[src/rtl/alu_ctrl.sv]
// Sequencer that feeds an external 4-bit combinational ALU from a four-entry register file.
// Commands are accepted one at a time and answered through a valid/ready response port.
module alu_ctrl (
  input  logic       clk,
  input  logic       rst,
  input  logic       cmd_valid,
  output logic       cmd_ready,
  input  logic       cmd_load,
  input  logic [2:0] cmd_op,
  input  logic [1:0] cmd_rd,
  input  logic [1:0] cmd_rs1,
  input  logic [1:0] cmd_rs2,
  input  logic [3:0] cmd_imm,
  output logic [3:0] alu_a,
  output logic [3:0] alu_b,
  output logic [2:0] alu_opcode,
  input  logic [3:0] alu_result,
  input  logic       alu_carry,
  input  logic       alu_zero,
  output logic       rsp_valid,
  input  logic       rsp_ready,
  output logic [3:0] rsp_data,
  output logic       rsp_carry,
  output logic       rsp_zero,
  output logic [7:0] ops_done
);

  typedef enum logic [1:0] {
    IDLE = 2'd0,
    EXEC = 2'd1,
    RESP = 2'd2
  } state_e;

  state_e      state_q, state_d;
  logic        cmdAccept, rspFire;

  logic [3:0]  regFile_q [4];
  logic [3:0]  regFile_d [4];
  logic [3:0]  aluA_q, aluA_d;
  logic [3:0]  aluB_q, aluB_d;
  logic [2:0]  aluOp_q, aluOp_d;
  logic        isLoad_q, isLoad_d;
  logic [1:0]  rd_q, rd_d;
  logic [3:0]  imm_q, imm_d;
  logic [3:0]  rspData_q, rspData_d;
  logic        rspCarry_q, rspCarry_d;
  logic        rspZero_q, rspZero_d;
  logic [7:0]  opsDone_q, opsDone_d;

  always_ff @(posedge clk) begin
    if (rst) begin
      state_q <= IDLE;
    end else begin
      state_q <= state_d;
    end
  end

  always_comb begin
    state_d = state_q;
    unique case (state_q)
      IDLE:    if (cmd_valid) state_d = EXEC;
      EXEC:    state_d = RESP;
      RESP:    if (rsp_ready) state_d = IDLE;
      default: state_d = IDLE;
    endcase
  end

  always_comb begin
    cmd_ready = (state_q == IDLE);
    rsp_valid = (state_q == RESP);
    cmdAccept = cmd_valid && cmd_ready;
    rspFire   = rsp_valid && rsp_ready;
  end

  // Operands are read from the register file as it stands at the accept edge,
  // so a command whose rd matches rs1/rs2 always sees the pre-write value.
  always_comb begin
    regFile_d  = regFile_q;
    aluA_d     = aluA_q;
    aluB_d     = aluB_q;
    aluOp_d    = aluOp_q;
    isLoad_d   = isLoad_q;
    rd_d       = rd_q;
    imm_d      = imm_q;
    rspData_d  = rspData_q;
    rspCarry_d = rspCarry_q;
    rspZero_d  = rspZero_q;
    opsDone_d  = opsDone_q;

    if (cmdAccept) begin
      isLoad_d = cmd_load;
      rd_d     = cmd_rd;
      imm_d    = cmd_imm;
      if (!cmd_load) begin
        aluA_d  = regFile_q[cmd_rs1];
        aluB_d  = regFile_q[cmd_rs2];
        aluOp_d = cmd_op;
      end
    end

    if (state_q == EXEC) begin
      if (isLoad_q) begin
        regFile_d[rd_q] = imm_q;
        rspData_d       = imm_q;
        rspCarry_d      = 1'b0;
        rspZero_d       = (imm_q == 4'd0);
      end else begin
        regFile_d[rd_q] = alu_result;
        rspData_d       = alu_result;
        rspCarry_d      = alu_carry;
        rspZero_d       = alu_zero;
      end
    end

    if (rspFire) begin
      opsDone_d = opsDone_q + 8'd1;
    end
  end

  always_ff @(posedge clk) begin
    if (rst) begin
      for (int i = 0; i < 4; i++) begin
        regFile_q[i] <= 4'd0;
      end
      aluA_q     <= 4'd0;
      aluB_q     <= 4'd0;
      aluOp_q    <= 3'd0;
      isLoad_q   <= 1'b0;
      rd_q       <= 2'd0;
      imm_q      <= 4'd0;
      rspData_q  <= 4'd0;
      rspCarry_q <= 1'b0;
      rspZero_q  <= 1'b0;
      opsDone_q  <= 8'd0;
    end else begin
      regFile_q  <= regFile_d;
      aluA_q     <= aluA_d;
      aluB_q     <= aluB_d;
      aluOp_q    <= aluOp_d;
      isLoad_q   <= isLoad_d;
      rd_q       <= rd_d;
      imm_q      <= imm_d;
      rspData_q  <= rspData_d;
      rspCarry_q <= rspCarry_d;
      rspZero_q  <= rspZero_d;
      opsDone_q  <= opsDone_d;
    end
  end

  assign alu_a      = aluA_q;
  assign alu_b      = aluB_q;
  assign alu_opcode = aluOp_q;
  assign rsp_data   = rspData_q;
  assign rsp_carry  = rspCarry_q;
  assign rsp_zero   = rspZero_q;
  assign ops_done   = opsDone_q;

endmodule

[config.mk]
export PLATFORM = sky130hd
export DESIGN_NAME = alu_ctrl
export DESIGN_NICKNAME = d
export VERILOG_FILES = /design/src/rtl/alu_ctrl.sv
export SDC_FILE = /design/constraint.sdc
export NUM_CORES = 1
export LEC_CHECK = 0
export ABC_AREA = 1
export CORE_ASPECT_RATIO = 0.8
export CORE_MARGIN = 10
export CORE_UTILIZATION = 49
export CTS_BUF_LIST = sky130_fd_sc_hd__clkbuf_16
export CTS_CLUSTER_SIZE = 20
export DETAILED_ROUTE_END_ITERATION = 6
export HOLD_SLACK_MARGIN = 0.12
export PLACE_DENSITY_LB_ADDON = 0.15
export SLEW_MARGIN = 20
export SYNTH_ARGS = -nofsm -noshare
export SYNTH_HDL_FRONTEND = slang
export SYNTH_SLANG_ARGS = --single-unit
[constraint.sdc]
create_clock -name clk -period 1.4 [get_ports clk]
set_input_delay 0.28 -clock clk [delete_from_list [all_inputs] [get_ports clk]]
set_output_delay 0.28 -clock clk [all_outputs]
set_load 0.05 [all_outputs]
==> summary.txt <==
Timing
  – Max_slew headroom: 0.741
  – WHS: 0.453 ns
  – Period utilization: 0.950
  – Fmax: 752 MHz
  – Max Slew Vio Count: 0
  – Setup violators final: 0
  – Unrepaired setup endpoints after global routing: no
  – Min cycle time layout: 1.33 ns
  – Final hold violations: 0
  – Worst slew pin tran: 0.386 ns
  – Setup slack after layout: 0.0699 ns
  – Fin Clk Skew: 0.00449 ns

Routing
  – Remaining antenna violation count: 0
  – Total Routed Length: 6210 um
  – Metal3 WL: 525 um
  – Via density: 5.17
  – Drt first pass iters: 5
  – Routed vias: 2323
  – Met2 wire length: 2930 um
  – Highest Signal Layer: met4
  – WL/cell: 13.8 um
  – DRT met1 WL: 2690 um
  – DR iter-0 viols: 276
  – DR DRC count: 0

Setup path
  – Crit. End Element: output pin
  – R2R Setup Slk: 0.09 ns
  – Crit path max fanout: 4
  – Critical path, cell by cell: inv_1 -> nor2_2 -> buf_12
  – CP bufs+invs: 2
  – CP max-delay cell: dfxtp_4
  – Worst Path Arrival: 1.05 ns
  – Critical Path Max Stage Delay: 0.39 ns
  – Kind of critical path: reg2out
  – Worst EP required: 1.12 ns
  – Crit start category: flop
  – Delay-heaviest family, CP: flip-flops

CTS
  – Hold Buf Count CTS: 0
  – TritonCTS Buffers: 5
  – Worst-path clk slew: 0.06 ns
  – Root Driver: clkbuf_16
  – CTS tree: built
  – CTS H-tree depth: 2
  – CTS Buffer Depth: 2
  – Clock Latency Late Sink: 0.29 ns
  – CTS Sinks: 50

GRT
  – Grt ovf: 0
  – GRT Resource Usage Total: 0.171
  – Initial antenna violation count: 0
  – Largest net degree at the start of global routing: 31
  – Number of global-route vias before repair: 2336
  – First-pass GRT wire length: 10600 um

Final layout
  – Ant. Diodes: 0
  – Post-route insts no fill: 449
  – Fill cell count: 317
  – Most common cell after layout, fill and taps aside: nand2_1
  – Share of cells above drive strength 1: 0.171
  – Most frequent cells in the layout: nand2_1 (69), nor2_1 (54), dfxtp_1 (47)
  – Layout area overhead: 51.0%
  – Reg area: 0.00101 sq mm
  – Area of the multi-input gates: 0.00103 sq mm
  – NumNets Final: 416

Synth
  – Post-Syn Nets: 353
  – Avg Inst Size Synth: 6.76 sq um
  – Post-synthesis sequential area ratio: 0.451
  – Synth unique cells: 19
  – Flops & latches, synth: 50
  – Synth warn: 0
  – Syn Inst Count: 328
  – Synthesized cell area: 0.00222 sq mm

Power
  – VDD IR-drop max: 0.000742 V
  – Pwr dens: 1090 mW/mm^2
  – LEAKAGE: 0.00153 uW

Place
  – IO buf count: 50
  – Pre-CTS WS: -0.0978 ns
  – Cells after DPL: 441
  – Post-DP HPWL: 4680 um
  – GPL Wtd Cong: 0.929

Floorplan
  – Row count: 21
  – Die Area: 0.00764 sq mm
  – Die height: 80.2 um
  – Ports: 51
  – Die W: 95.2 um
  – Core Area: 0.00428 sq mm
  – Initial Util: 0.518

Run status
  – Status: finished, final reports clean

Hold path
  – Worst Hold Class: reg2reg

Flow run
  – Maximum Capacitance Violations: 0
[path summary, 6_finish.rpt]
check,from,endpoint,cells past startpoint
setup / recovery,state_q[1],rsp_valid,3
hold / removal,imm_q[3],imm_q[3],2
setup reg to reg,state_q[0],regFile_q[1],4
hold reg to reg,imm_q[3],imm_q[3],2
[per-stage QoR]
stage	TNS [ns]	instance area, sq um	total power, uW	util
after CTS	0	3330	3670	0.779
after detailed placement	-1.18	3160	2320	0.739
after global routing	0	3350	3820	0.782
final	0	3350	3660	0.782
after global placement	-0.645	3160	2310	0.739
after floorplan	0	2230	1950	-
[flip-flops by register name, summed over array words and instances (netlist names), 2 cells and up]
name and flops:
alu_b 4, regFile_q 16, rd_q 2, alu_opcode 3
rsp_data 4, ops_done 8, state_q 2, imm_q 4
alu_a 4
[power by group]
part | internal [uW] | switching [uW] | leakage [uW]
Combinational | 336 | 402 | 0.00103
Clock | 846 | 515 | 0.0000842
Sequential | 1500 | 66.1 | 0.000410
[Yosys cell counts]
master     n  area share
nand2_1   72        0.12
nor2_1    55       0.093
dfxtp_1   50        0.45
inv_1     39       0.066
o21ai_0   39       0.088
a21oi_1   25       0.056
nand3_1   23       0.052
buf_2      8       0.018
nor2_2     5       0.014
buf_4      2      0.0068
xor2_1     2      0.0079
a211oi_1   1      0.0034
a31oi_1    1      0.0028
clkbuf_1   1      0.0017
ha_1       1      0.0056
inv_2      1      0.0017
nand2_2    1      0.0028
nand3_2    1      0.0045
nor3_1     1      0.0023
[routing by layer]
layer | up-vias | global-route usage
li1 | 1161 | -
met1 | 1066 | 0.209
met2 | 88 | 0.286
met3 | 8 | 0.0483
met4 | 0 | 0.0448
met5 | - | 0
[area by class of cell]
type	count	share of cell area
Timing Repair Buffer	67	0.276
Tap cell	57	0.0213
Multi-Input combinational cell	227	0.307
Sequential cell	50	0.301
Clock buffer	5	0.0374
Clock inverter	3	0.0131
Inverter	40	0.0448
[timing repair]
action	CTS	global route
resized for setup	1	6
buffers inserted	0	0
setup endpoints to repair	1	13
[worst register-to-register path, stage by stage (launching register included)]
cell,delay (ns)
dfxtp_1,0.43
nand2_1,0.13
nor2_2,0.31
o21ai_0,0.19
a21oi_1,0.18
[logic make-up (layout without fill, tap and decap cells)]
| family | Yosys count | in the layout | share of synthesized area |
|---|---|---|---|
| XOR/XNOR | 2 | 2 | 0.00790 |
| AO/OA/AOI/OAI | 66 | 66 | 0.151 |
| adder cells (fa/ha/maj) | 1 | 1 | 0.00564 |
| AND/OR/NAND/NOR | 158 | 158 | 0.290 |
| buffers and inverters | 51 | 115 | 0.0942 |
| flip-flops | 50 | 50 | 0.451 |
Power figures use the tool's default switching activity.
